===== src/rtl/imm_encoder_pkg.sv =====
// imm_encoder_pkg
// Shared definitions for the immediate encoder: the datapath widths, the
// extension-mode (EOp) codes and the encoder's state encoding.
package imm_encoder_pkg;

    localparam int VALUE_W = 32;
    localparam int IMM_W   = 16;
    localparam int EOP_W   = 2;

    // Extension modes. The numeric code is also the search order.
    localparam logic [EOP_W-1:0] EOP_SEXT      = 2'd0;
    localparam logic [EOP_W-1:0] EOP_ZEXT      = 2'd1;
    localparam logic [EOP_W-1:0] EOP_LUI       = 2'd2;
    localparam logic [EOP_W-1:0] EOP_SEXT_SHL2 = 2'd3;

    typedef enum logic [1:0] {
        ST_IDLE = 2'd0,
        ST_TRY  = 2'd1,
        ST_DONE = 2'd2
    } state_t;

endpackage


===== src/rtl/imm_encoder_fit_check.sv =====
// imm_fit_check
// Combinational check of one extension mode: says whether the 32-bit value
// can be produced by extending some 16-bit immediate with mode eop, and
// gives that immediate.
// Ports:
//   value [31:0] : target value
//   eop   [1:0]  : extension mode under test
//   fit          : 1 when the mode reproduces value
//   imm   [15:0] : immediate that the mode would need
module imm_fit_check
    import imm_encoder_pkg::*;
(
    input  logic [VALUE_W-1:0] value,
    input  logic [EOP_W-1:0]   eop,
    output logic               fit,
    output logic [IMM_W-1:0]   imm
);

    always_comb begin
        fit = 1'b0;
        imm = value[15:0];
        case (eop)
            EOP_SEXT: begin
                // Bits 31..15 must all be copies of the immediate's sign bit.
                fit = (value[31:15] == {17{value[15]}});
                imm = value[15:0];
            end
            EOP_ZEXT: begin
                fit = (value[31:16] == 16'h0000);
                imm = value[15:0];
            end
            EOP_LUI: begin
                fit = (value[15:0] == 16'h0000);
                imm = value[31:16];
            end
            EOP_SEXT_SHL2: begin
                // The shifted immediate's sign bit lands on bit 17.
                fit = (value[1:0] == 2'b00) && (value[31:17] == {15{value[17]}});
                imm = value[17:2];
            end
            default: begin
                fit = 1'b0;
                imm = value[15:0];
            end
        endcase
    end

endmodule


===== src/rtl/imm_encoder.sv =====
// imm_encoder
// Searches the four extension modes, one per cycle in order 0..3, for one
// that reproduces a 32-bit target value, and returns the immediate and EOp
// (or fits=0 when no allowed mode matches). Saturating counters record how
// many results were fits and misses.
// Ports:
//   clk, reset             : clock, synchronous active-high reset
//   in_valid / in_ready    : request handshake; value and mode_mask are
//                            sampled on acceptance
//   out_valid / out_ready  : result handshake
//   imm, eop, fits         : result, held stable while out_valid=1
//   fit_count, miss_count  : completed-result statistics (saturating)
module imm_encoder
    import imm_encoder_pkg::*;
#(
    parameter int CNT_W = 16
) (
    input  logic               clk,
    input  logic               reset,
    input  logic               in_valid,
    output logic               in_ready,
    input  logic [VALUE_W-1:0] value,
    input  logic [3:0]         mode_mask,
    output logic               out_valid,
    input  logic               out_ready,
    output logic [IMM_W-1:0]   imm,
    output logic [EOP_W-1:0]   eop,
    output logic               fits,
    output logic [CNT_W-1:0]   fit_count,
    output logic [CNT_W-1:0]   miss_count
);

    state_t             state_reg;
    state_t             state_next;
    logic [EOP_W-1:0]   idx_reg;
    logic [VALUE_W-1:0] value_reg;
    logic [3:0]         mask_reg;
    logic [IMM_W-1:0]   imm_reg;
    logic [EOP_W-1:0]   eop_reg;
    logic               fits_reg;
    logic [CNT_W-1:0]   fit_count_reg;
    logic [CNT_W-1:0]   miss_count_reg;

    logic               cand_fit;
    logic [IMM_W-1:0]   cand_imm;
    logic               hit;
    logic               last_cand;

    // A single checker is time-shared across candidates by the index.
    imm_fit_check u_fit_check (
        .value (value_reg),
        .eop   (idx_reg),
        .fit   (cand_fit),
        .imm   (cand_imm)
    );

    // A masked-off candidate never hits but still consumes its cycle.
    assign hit       = mask_reg[idx_reg] && cand_fit;
    assign last_cand = (idx_reg == EOP_SEXT_SHL2);

    // State register
    always_ff @(posedge clk) begin
        if (reset) begin
            state_reg <= ST_IDLE;
        end else begin
            state_reg <= state_next;
        end
    end

    // Next-state logic
    always_comb begin
        state_next = state_reg;
        case (state_reg)
            ST_IDLE: if (in_valid)           state_next = ST_TRY;
            ST_TRY:  if (hit || last_cand)   state_next = ST_DONE;
            ST_DONE: if (out_ready)          state_next = ST_IDLE;
            default:                         state_next = ST_IDLE;
        endcase
    end

    // Handshake outputs decoded from state
    always_comb begin
        in_ready  = (state_reg == ST_IDLE);
        out_valid = (state_reg == ST_DONE);
    end

    // Request latches, search index, result registers and statistics
    always_ff @(posedge clk) begin
        if (reset) begin
            idx_reg        <= '0;
            value_reg      <= '0;
            mask_reg       <= '0;
            imm_reg        <= '0;
            eop_reg        <= '0;
            fits_reg       <= 1'b0;
            fit_count_reg  <= '0;
            miss_count_reg <= '0;
        end else begin
            case (state_reg)
                ST_IDLE: begin
                    if (in_valid) begin
                        value_reg <= value;
                        mask_reg  <= mode_mask;
                        idx_reg   <= '0;
                    end
                end
                ST_TRY: begin
                    if (hit) begin
                        imm_reg  <= cand_imm;
                        eop_reg  <= idx_reg;
                        fits_reg <= 1'b1;
                    end else if (last_cand) begin
                        imm_reg  <= '0;
                        eop_reg  <= '0;
                        fits_reg <= 1'b0;
                    end else begin
                        idx_reg <= idx_reg + 2'd1;
                    end
                end
                ST_DONE: begin
                    if (out_ready) begin
                        if (fits_reg) begin
                            if (fit_count_reg != {CNT_W{1'b1}})
                                fit_count_reg <= fit_count_reg + 1'b1;
                        end else begin
                            if (miss_count_reg != {CNT_W{1'b1}})
                                miss_count_reg <= miss_count_reg + 1'b1;
                        end
                    end
                end
                default: ;
            endcase
        end
    end

    assign imm        = imm_reg;
    assign eop        = eop_reg;
    assign fits       = fits_reg;
    assign fit_count  = fit_count_reg;
    assign miss_count = miss_count_reg;

endmodule


===== config.mk =====
export PLATFORM = sky130hd
export DESIGN_NAME = imm_encoder
export DESIGN_NICKNAME = d
export VERILOG_FILES = /design/src/rtl/imm_encoder_pkg.sv /design/src/rtl/imm_encoder_fit_check.sv /design/src/rtl/imm_encoder.sv
export SDC_FILE = /design/constraint.sdc
export NUM_CORES = 1
export LEC_CHECK = 0
export ABC_AREA = 1
export CORE_ASPECT_RATIO = 1.1
export CORE_MARGIN = 5
export CORE_UTILIZATION = 51
export CTS_CLUSTER_DIAMETER = 50
export CTS_CLUSTER_SIZE = 28
export DETAILED_ROUTE_END_ITERATION = 8
export PLACE_DENSITY = 0.8
export RECOVER_POWER = 50
export SETUP_SLACK_MARGIN = 0.02
export SYNTH_ARGS = -nofsm -noshare
export SYNTH_HDL_FRONTEND = slang
export SYNTH_SLANG_ARGS = --single-unit

===== constraint.sdc =====
create_clock -name clk -period 2.5 [get_ports clk]
set_input_delay 0.5 -clock clk [delete_from_list [all_inputs] [get_ports clk]]
set_output_delay 0.5 -clock clk [all_outputs]
set_load 0.02 [all_outputs]

Word level (Yosys, flattened, before mapping):

Cells that the tools add are included.
Widths: inputs -> output; s select.

* flip-flop bits (word level): 91
* input bits: 40
* output and inout bits: 53
* word-level logic and storage cells: 63

* add/sub/neg operators: 3
* order comparisons: 1
* equal/unequal tests: 14
* multiplexer cells: 18
* bitwise gates (word level): 1
* reduce and logical (&&, ||, !) cells: 17

Operators with widths (count)
* $pmux 16 s3: 1
* $add 16x1->16 const B: 2
* $logic_not 16->1: 2
* $mux 16: 2
* $ne 16x16->1 const B: 2
* $eq 16x16->1: 1
* $mux 2: 8
* $eq 14x14->1: 1
* $reduce_and 4->1: 3
* $ne 2x2->1 const B: 4
* $eq 2x2->1 const B: 3
* $logic_not 2->1: 3
* $pmux 2 s3: 1
* $eq 2x1->1 const B: 2
* $pmux 1 s4: 1
* $pmux 2 s2: 1
* $reduce_and 2->1: 2
* $reduce_bool 2->1: 2
* $lt 2x3->1 const B: 1
* $mux 1: 3
* $reduce_and 3->1: 1
* $add 2x1->2 const B: 1
* $bmux 1 s2: 1
* $logic_and 1x1->1: 2
* 4 further kinds: 4

Logic depth before layout (Yosys ltp):

Gate-level depths: netlist of run 1.

* depth in word-level cells: 7
* mapped depth: 13
* mapped depth without buffers: 13

Cells and area by module:

Synthesis of run 1 repeated with hierarchy kept, for this count alone.

* cells, all modules: 687
* area total of the unflattened synthesis: 4655.7 µm²

Modules (own cells, without submodules)
* imm_encoder: times used 1, cells an instance 579, area each 4121.5 µm²
* imm_fit_check: times used 1, cells an instance 108, area each 534.3 µm²

Worst setup path after synthesis of run 1:

OpenSTA, ideal clock, no wires.

* path type: register -> register
* start: register idx_reg[0]
* end: register fits_reg (netlist: fits)
* arrival time: 1.696 ns
* slack: 0.694 ns
* cell stages (with the launch flop): 13
* clock period less this slack: 1.806 ns
* cells stage by stage: dfxtp_1 inv_1 ha_1 buf_2 nand3_1 nor3_1 a21oi_1 nand2_2 nand3_2 buf_2 o21ai_0 nand2_1 inv_1

* word-level cells in the longest chain between the ends: 5

RTL lines
* start: declaration: line imm_encoder.sv:35 `logic [EOP_W-1:0] idx_reg;`
* start signal: assignment: line imm_encoder.sv:117 `idx_reg <= idx_reg + 2'd1;`
* $eq 2x2->1 (tied with other cells): line imm_encoder_fit_check.sv:22, imm_encoder.sv:59
* $pmux 1 s4 / $mux 1 (equally long branches): line imm_encoder_fit_check.sv:22, imm_encoder.sv:58
* $logic_and 1x1->1: line imm_encoder.sv:58 `assign hit = mask_reg[idx_reg] && cand_fit;`
* $reduce_bool 2->1 (no line)
* $reduce_and 2->1 (no line)
* end signal: assignment: line imm_encoder.sv:95 `fits_reg <= 1'b0;`
* end signal: assignment: line imm_encoder.sv:111 `fits_reg <= 1'b1;`
* end signal: assignment: line imm_encoder.sv:115 `fits_reg <= 1'b0;`
* end: declaration: line imm_encoder.sv:40 `logic fits_reg;`

Several ways; a longest one is shown, not always the timed one. The select of a mux whose other input is x is not followed.
A chain may end at the register's enable or synchronous reset.

Worst setup path after layout of run 1:

* start: input port in_valid
* end: register value_reg[5]

* word-level cells in the longest chain between the ends: 1

RTL lines
* start: declaration: line imm_encoder.sv:20 `input logic in_valid,`
* $reduce_and 2->1 (no line)
* end signal: assignment: line imm_encoder.sv:102 `value_reg <= value;`
* end: declaration: line imm_encoder.sv:36 `logic [VALUE_W-1:0] value_reg;`

Every way passes these cells.

==> summary.md, run 1 <==
| Metric | Value |
|---|---|
| Tmin final | 2.22 ns |
| R2R Setup Slk | 0.42 ns |
| Clk_skew | approximately 0.012 ns |
| Global-route wire length before repair | 19000 um |
| Area growth syn-to-layout | 27.2% |
| Pre-CTS setup slack | a little under 0.4 ns |
| Critical Path Start Type | primary input |
| Final Hold Fails | 0 |
| # diodes | 0 |
| Pwr dens | 569 nW/um^2 |
| Routed via count | approximately 4600 |
| Total Wirelength | 11500 um |
| Total power | roughly 3200 uW |
| RSZ-0062 raised after global routing | no |
| Critical path endpoint category | flip-flop |
| Worst r2r src | fit_count[10] |
| Final HPWL DP | 8680 um |
| Met2 GRT Util | 0.348 |
| Clock latency on the worst-skew pair | 0.36 ns |
| Nets | 774 |
| Detail Route Antenna Nets | 0 |
| Peak supply drop | 0.000400 V |
| Initial detailed-routing violation count | 335 |
| Yosys cell types | 33 |
| Yosys warns | 0 |
| Yosys reg bits | 91 |
| GRT Max-Usage Layer | met2 |
| Worst-path clk slew | about 0.080 ns |
| Vias in the first global route | 4251 |
| Share of layout cells above drive strength 1 | 0.0464 |
| Outcome | complete, no violations |
| TNS Setup | 0 ns |
| Final setup vio count | 0 |
| Hold Crit Class | reg -> reg |
| Via-to-Cell Ratio | ~5.5 |
| CTS Hold Buffers Added | 0 |
| Worst setup path end | value_reg[5] |
| Post-cts sizing count | 0 |
| First-pass DRT Iterations | 5 |
| Cell Count Post-Placement | 828 |
| Pins over their slew limit | 0 |
| Filler instances | 743 |
| Routed wire length per instance | 13.7 um |
| Drt drc | 0 |
| Max clock buf depth | 2 |
| H-tree depth | 3 |
| Post-route insts no fill | about 840 |
| Synthesized area per cell | 6.92 um^2 |
| Post-Syn Area | 4460 um^2 |
| Area occupied by multi-input gates | 2260 um^2 |
| Buffers on Ports | 92 |
| FF+latch area | 1820 um^2 |
| Worst EP required | ~2.8 ns |
| Die Ht | 108 um |
| Met1 Use GR | 0.282 |
| Initial Utilization | 0.528 |
| Max Clk Rate | around 450 MHz |
| Crit path DAT | 2.50 ns |
| Fin crit share | 0.887 |
| CTS Buf Count | 9 |
| Seq/Total Area, Yosys | 0.408 |
| Max_slew headroom | 0.426 |
| Worst R2R End | fit_count[5] |
| Die footprint | 10700 um^2 |
| CTS Root Cell | clkbuf_8 |
| Core area | between 8000 and 9000 um^2 |
| Final Cell Area | 5670 um^2 |
| Met3 track demand over resource | 0.0419 |
| Global-route usage over all layers | 0.213 |
| Io pins | 93 |
| LEAKAGE | 0.00215 uW |
| Max FO, Critical Path | 25 |
| Post-Syn Instances | around 650 |
| Largest net degree at the start of global routing | 51 |
| RePlAce Congestion | a little over 0.9 |
| Initial antenna violation count | 0 |
| # clock sinks | 91 |
| Slew @ Worst Pin | 0.862 ns |
| Area after DPL | 5480 um^2 |
| Setup Fix Bufs, Post-CTS | 0 |
| CTS tree | built |
| Max_cap viols | 0 |
| Rows | 35 |
| DIE WIDTH | about 100 um |
| GRT Residual Overflow | 0 |
| Setup ws final | 0.283 ns |
| Crit. Startpoint | in_valid |
| Largest register FFs | 32 |
| Net count after synthesis | 691 |
| R2R depth | 9 |
| Critical path class | in -> reg |
==> layer usage <==
metal | routed length, um | part of all wire | up-vias
met1 | 5120 | 0.44 | 2144
met4 | 162 | 0.014 | 0
met5 | 0 | 0 | -
met2 | 5520 | 0.48 | 173
met3 | 719 | 0.062 | 17
li1 | - | - | 2315
==> worst max-delay path, cell delays in order <==
cell and delay [ns]:
dlygate4sd3_1 0.54, nand2_1 0.34, clkbuf_1 0.70, o21ai_0 0.24, a21oi_1 0.17
==> final cells by class <==
cell class | instances | area share
multi-input cells | 462 | 0.399
clock inverters | 5 | 0.0137
flip-flops and latches | 91 | 0.321
clock buffers | 11 | 0.0232
repair buffers | 105 | 0.180
well taps | 111 | 0.0245
inverters | 59 | 0.0390
==> layout by cell type (no fill, tap or decap), drive strengths merged <==
| master | count |
|---|---|
| ha | 6 |
| and3 | 1 |
| buf | 10 |
| o31ai | 2 |
| nor3b | 1 |
| o21ai | 50 |
| a22oi | 14 |
| inv | 57 |
| a31oi | 1 |
| a21oi | 72 |
| xnor2 | 5 |
| nor3 | 19 |
| clkdlybuf4s50 | 68 |
| or2 | 3 |
| clkinvlp | 1 |
| dlygate4sd3 | 24 |
| nand4 | 23 |
| clkinv | 4 |
| o22ai | 3 |
| clkbuf | 14 |
| xor2 | 8 |
| nand3 | 39 |
| nand2 | 108 |
| bufinv | 2 |
| nor2 | 100 |
| nor4 | 7 |
| dfxtp | 91 |
==> Yosys cell counts, drive strengths merged <==
cell type | n | area, um^2
nand2 | 108 | 408
a22oi | 14 | 105
o21ai | 50 | 254
o31ai | 2 | 15.0
buf | 11 | 66.3
nor2 | 100 | 375
ha | 6 | 75.1
dfxtp | 91 | 1820
clkinv | 2 | 7.51
nand4 | 23 | 144
xor2 | 8 | 70.1
nand3 | 39 | 205
nor3 | 19 | 106
nor4 | 7 | 50.1
or2 | 3 | 18.8
a31oi | 1 | 6.26
nor3b | 1 | 7.51
inv | 57 | 214
a21oi | 72 | 360
o22ai | 3 | 18.8
xnor2 | 5 | 43.8
and3 | 1 | 6.26
clkbuf | 22 | 82.6
==> power by group <==
group          internal [uW]  total (uW)  switching [uW]
Sequential              1520        1590            67.6
Combinational            231         574             343
Clock                    561        1070             505
Total                   2320        3230             916
==> cells by family (layout without fill, tap and decap cells) <==
kind of cell	Yosys count	after routing	share of synthesized area
DFF	91	91	0.408
xor gates and xnor gates	13	13	0.0255
and+or+nand+nor	301	301	0.296
adders and majority gates	6	6	0.0168
buffers and inverters	92	180	0.0830
AOI/OAI and AO/OA	142	142	0.170
==> worst min path at each step <==
stage	slack [ns]	from	to	cells past startpoint
global route	0.51	imm[2]	imm[2]	2
CTS	0.49	imm[4]	imm[4]	2
floorplan	0.45	mask_reg[1]	mask_reg[1]	2
global placement	0.47	imm[3]	imm[3]	2
finish	0.49	imm[4]	imm[4]	2
detailed placement	0.48	imm[4]	imm[4]	2
==> metrics by stage <==
step                utilization  hold slack (ns)
floorplan                     -            0.450
global placement          0.649            0.469
detailed placement        0.649            0.477
CTS                       0.673            0.489
global route              0.671            0.505
finish                    0.671            0.486
No activity file was read; power rests on OpenSTA's default activity.
==> run 2, diff against run 1 <==
--- a/config.mk
+++ b/config.mk
@@ -7,11 +7,11 @@
 export LEC_CHECK = 0
 export ABC_AREA = 1
 export CORE_ASPECT_RATIO = 1.1
-export CORE_MARGIN = 5
 export CORE_UTILIZATION = 51
 export CTS_CLUSTER_DIAMETER = 50
 export CTS_CLUSTER_SIZE = 28
 export DETAILED_ROUTE_END_ITERATION = 8
+export GPL_ROUTABILITY_DRIVEN = 0
 export PLACE_DENSITY = 0.8
 export RECOVER_POWER = 50
 export SETUP_SLACK_MARGIN = 0.02
==> summary.md, run 2 (synthesis gave the netlist of run 1 again) <==
| Metric | Value |
|---|---|
| Outcome | complete, no violations |
| Total power | 3300 uW |
| Max_cap viols | 0 |
| # diodes | 0 |
| Tmin final | slightly above 2 ns |
| Clk_skew | 0.0162 ns |
| Global-route wire length before repair | 18800 um |
| Pre-CTS setup slack | 0.394 ns |
| DIE WIDTH | 91.2 um |
| Worst-path clk slew | 0.10 ns |
| Critical path class | reg -> out |
| GRT Residual Overflow | 0 |
| Commonest non-fill, non-tap cell in the layout | nand2_1 |
| CTS Buf Count | 9 |
| Vias in the first global route | 4205 |
| CTS Root Cell | clkbuf_8 |
| Total Wirelength | 11400 um |
| Worst EP required | roughly 2.0 ns |
| Fin crit share | 0.826 |
| Die footprint | a little over 9000 um^2 |
| First-pass DRT Iterations | 6 |
| Max Clk Rate | between 400 and 500 MHz |
| Buffers on Ports | 92 |
| Final HPWL DP | 8260 um |
| LEAKAGE | 0.00215 uW |
| Via-to-Cell Ratio | 5.43 |
| Detail Route Antenna Nets | 0 |
| Routed wire length per instance | between 10 and 15 um |
| Slew @ Worst Pin | around 0.92 ns |
| Max_slew headroom | 0.385 |
| RSZ-0062 raised after global routing | no |
| Share of layout cells above drive strength 1 | 0.0463 |
| Drt drc | 0 |
| Core area | 8450 um^2 |
| Hold Crit Class | reg -> reg |
| Post-cts sizing count | 0 |
| Crit path DAT | ~1.6 ns |
| Critical path endpoint category | output pin |
| Clock latency on the worst-skew pair | approximately 0.37 ns |
| Max FO, Critical Path | 3 |
| H-tree depth | 3 |
| Largest register FFs | 32 |
| Rows | 35 |
| Initial detailed-routing violation count | ~300 |
| # clock sinks | a little over 90 |
| Max clock buf depth | 2 |
| TNS Setup | 0 ns |
| Initial antenna violation count | 0 |
| Slowest CP cell | clkdlybuf4s50_1 |
| Pwr dens | 580 nW/um^2 |
| Io pins | 93 |
| Peak supply drop | 0.000294 V |
| Commonest cells after routing, fill and taps aside | 107 x nand2_1, 100 x nor2_1, 91 x dfxtp_1 |
| Area growth syn-to-layout | 27.5% |
| Pins over their slew limit | 0 |
| Nets | slightly below 800 |
| Initial Utilization | 0.528 |
| Largest stage delay, worst path | 0.63 ns |
| Final setup vio count | 0 |
| Die Ht | 100 um |
| Setup Fix Bufs, Post-CTS | 0 |
| Largest net degree at the start of global routing | 40 |
| Setup ws final | roughly 0.43 ns |
| Worst-path cell chain | inv_1 > nor2_1 > clkdlybuf4s50_1 |
| Critical Path Start Type | flip-flop |
| Final Hold Fails | 0 |
| Global-route usage over all layers | 0.255 |
| CTS tree | built |
| Routed via count | 4591 |
| CTS Hold Buffers Added | 0 |
## run 2: layer usage
| layer | GRT usage | share of wire | up-vias |
|---|---|---|---|
| li1 | - | - | 2321 |
| met1 | 0.325 | 0.45 | 2096 |
| met2 | 0.433 | 0.48 | 151 |
| met3 | 0.0455 | 0.055 | 23 |
| met4 | 0.0965 | 0.020 | 0 |
| met5 | 0 | 0 | - |
## run 2: report_power, final
part,leakage (uW),internal (uW),switching (uW)
registers,0.000742,1520,67.9
logic,0.00129,230,344
clock network,0.000113,617,514
total,0.00215,2370,927
## run 2: critical path, delay by kind of cell (launching register included)
| kind | cells | cell delay (ns) |
|---|---|---|
| flops | 1 | 0.35 |
| simple gates | 1 | 0.15 |
| buf+inv | 2 | 0.70 |
## run 2: final timing paths
path                 from   endpoint  slack [ns]  cells past startpoint
min                imm[6]     imm[6]        0.48                      2
min reg2reg        imm[6]     imm[6]        0.48                      2
max          state_reg[1]  out_valid        0.43                      3
max reg2reg    idx_reg[0]     imm[4]        0.46                      8
## run 2: final cells by class
type                            instances  area, um^2
Sequential cell                        91        1820
Clock inverter                          4        72.6
Fill cell                             708        2760
Timing Repair Buffer                  106        1020
Inverter                               59         221
Tap cell                              111         139
Multi-Input combinational cell        462        2260
Clock buffer                           12         155
## run 2: stage by stage
stage | utilization | instance area, um^2 | hold slack, ns | cells
after global placement | 0.648 | 5480 | 0.467 | 829
after floorplan | - | 4460 | 0.450 | 645
after global routing | 0.673 | 5690 | 0.500 | 845
final | 0.673 | 5690 | 0.480 | 845
after CTS | 0.675 | 5710 | 0.483 | 845
after detailed placement | 0.648 | 5480 | 0.472 | 829
==> run 3, diff against run 2 <==
--- a/config.mk
+++ b/config.mk
@@ -7,12 +7,12 @@
 export LEC_CHECK = 0
 export ABC_AREA = 1
 export CORE_ASPECT_RATIO = 1.1
-export CORE_UTILIZATION = 51
+export CORE_UTILIZATION = 46
 export CTS_CLUSTER_DIAMETER = 50
 export CTS_CLUSTER_SIZE = 28
 export DETAILED_ROUTE_END_ITERATION = 8
 export GPL_ROUTABILITY_DRIVEN = 0
-export PLACE_DENSITY = 0.8
+export PLACE_DENSITY = 0.76
 export RECOVER_POWER = 50
 export SETUP_SLACK_MARGIN = 0.02
 export SYNTH_ARGS = -nofsm -noshare
==> constraint.sdc (replaced) <==
create_clock -name clk -period 1.8 [get_ports clk]
set_input_delay 0.36 -clock clk [delete_from_list [all_inputs] [get_ports clk]]
set_output_delay 0.36 -clock clk [all_outputs]
set_load 0.02 [all_outputs]
==> summary.md, run 3 (synthesis gave the netlist of run 1 again) <==
| Metric | Value |
|---|---|
| Largest register FFs | 32 |
| Routed wire length per instance | between 10 and 15 um |
| Crit path DAT | 1.38 ns |
| Pins over their slew limit | 0 |
| Detail Route Antenna Nets | 0 |
| First-pass DRT Iterations | 5 |
| Initial antenna violation count | 0 |
| Area occupied by multi-input gates | ~2300 um^2 |
| Critical path endpoint category | output pin |
| # diodes | 0 |
| Worst-path clk slew | 0.09 ns |
| Commonest cells after routing, fill and taps aside | 106 x nand2_1, 97 x nor2_1, 85 x dfxtp_1 |
| Io pins | 93 |
| Global-route wire length before repair | 18500 um |
| Switch Pwr | 1330 uW |
| DIE WIDTH | between 90 and 100 um |
| Initial detailed-routing violation count | 268 |
| Critical Path Start Type | flip-flop |
| H-tree depth | 3 |
| CTS Root Cell | clkbuf_8 |
| Final core occ | 0.620 |
| CTS Buf Count | 9 |
| Total Wirelength | 11500 um |
| Initial Utilization | 0.475 |
| Core area | around 9400 um^2 |
| Fin crit share | 0.968 |
| Die footprint | 10100 um^2 |
| Max FO, Critical Path | 3 |
| Filler instances | 891 |
| Largest net degree at the start of global routing | 44 |
| Max_slew headroom | 0.697 |
| LEAKAGE | 0.00224 uW |
| Slew @ Worst Pin | 0.454 ns |
| FF+latch area | 1830 um^2 |
| Clk_skew | 0.0152 ns |
| Nets | 798 |
| Total power | 4380 uW |
| Max_cap viols | 0 |
| Largest stage delay, worst path | 0.63 ns |
| Outcome | complete, no violations |
| Slowest CP cell | clkdlybuf4s50_1 |
| Peak supply drop | slightly below 0.0004 V |
| Commonest non-fill, non-tap cell in the layout | nand2_1 |
| GRT Residual Overflow | 0 |
| CTS tree | built |
| RSZ-0062 raised after global routing | yes |
| Max Clk Rate | 574 MHz |
| Pre-CTS setup slack | -0.0675 ns |
| Final HPWL DP | 8710 um |
| # clock sinks | 91 |
| Clock latency on the worst-skew pair | 0.36 ns |
| Setup ws final | 0.0575 ns |
| Final Hold Fails | 0 |
| Clock Power Share | 0.292 |
| Rows | 37 |
| Final Hold Slack | 0.478 ns |
| Worst-path cell chain | clkdlybuf4s50_1 |
| Buffers on Ports | between 90 and 100 |
| Tmin final | between 1.5 and 2 ns |
| Via-to-Cell Ratio | approximately 5.3 |
| Crit path buf inv count | 1 |
| Power share of the combinational group | 0.204 |
| Share of layout cells above drive strength 1 | 0.0991 |
| Pwr dens | 751 nW/um^2 |
| Sequential fraction of design power | 0.504 |
| Internal | 3050 uW |
| Final setup vio count | 0 |
| TNS Setup | 0 ns |
| Hold Crit Class | reg -> reg |
| Area growth syn-to-layout | 30.6% |
| CTS Hold Buffers Added | 0 |
| Routed via count | 4636 |
| Drt drc | 0 |
| Max clock buf depth | 2 |
| Global-route usage over all layers | 0.230 |
| Net Sw Frac | 0.304 |
| Worst EP required | 1.44 ns |
| Critical path class | reg -> out |
| Vias in the first global route | between 4000 and 5000 |
| Die Ht | 105 um |
| CP top delay family | buffers and inverters |
==> run 3: changes by cell type in the layout (fill, tap and decap cells not counted), sizes merged <==
cell / delta
clkdlybuf4s50: -8
clkinvlp: +1
buf: +23
clkbuf: +10
dlygate4sd3: -18
bufinv: -2
clkinv: +1
inv: +1
dlygate4sd2: +15
==> run 3: path summary, 6_finish.rpt <==
| path | endpoint | slack (ns) | startpoint | depth (start not counted) |
|---|---|---|---|---|
| setup reg to reg | value_reg[4] | 0.09 | state_reg[0] | 5 |
| setup / recovery | fits | 0.06 | fits | 1 |
| hold / removal | fit_count[0] | 0.48 | fit_count[0] | 1 |
| hold reg to reg | fit_count[0] | 0.48 | fit_count[0] | 1 |
==> run 3: routing by layer <==
layer / share of wire / vias up / GRT usage
met5: 0 / - / 0
met4: 0.016 / 0 / 0.0704
met3: 0.046 / 17 / 0.0375
met2: 0.47 / 135 / 0.376
met1: 0.46 / 2117 / 0.309
li1: - / 2367 / -
==> run 3: layout make-up <==
| cell class | instances | share of cell area |
|---|---|---|
| timing repair buffer | 129 | 0.197 |
| multi-input combinational | 462 | 0.395 |
| inverter | 59 | 0.0380 |
| sequential | 91 | 0.314 |
| tap | 117 | 0.0251 |
| clock buffer | 11 | 0.0243 |
| clock inverter | 5 | 0.00644 |
==> run 3: through the flow <==
step	area, um^2	instances
2_1_floorplan	4460	645
3_3_place_gp	5690	856
3_5_place_dp	5690	856
4_1_cts	5860	872
5_1_grt	5830	874
6_report	5830	874
==> run 3: power by group through the flow <==
stage	Combinational [uW]	Clock (uW)	Sequential (uW)
floorplan	531	0	2240
global placement	843	0	2240
detailed placement	865	0	2250
CTS	865	1300	2200
global route	990	1380	2220
finish	891	1280	2210
==> run 3: worst register-to-register path, delay by kind of cell (launching register included) <==
kind            cells  cell delay, ns
simple gates        2            0.41
flops               1            0.34
compound gates      2            0.45
buf+inv             1            0.38
==> run 3: timing repair <==
item                       CTS  global route
gates resized for setup     16            26
pin swaps                    0             2
setup endpoints to repair   18            57
buffers inserted             0             2
cloned                       0             0
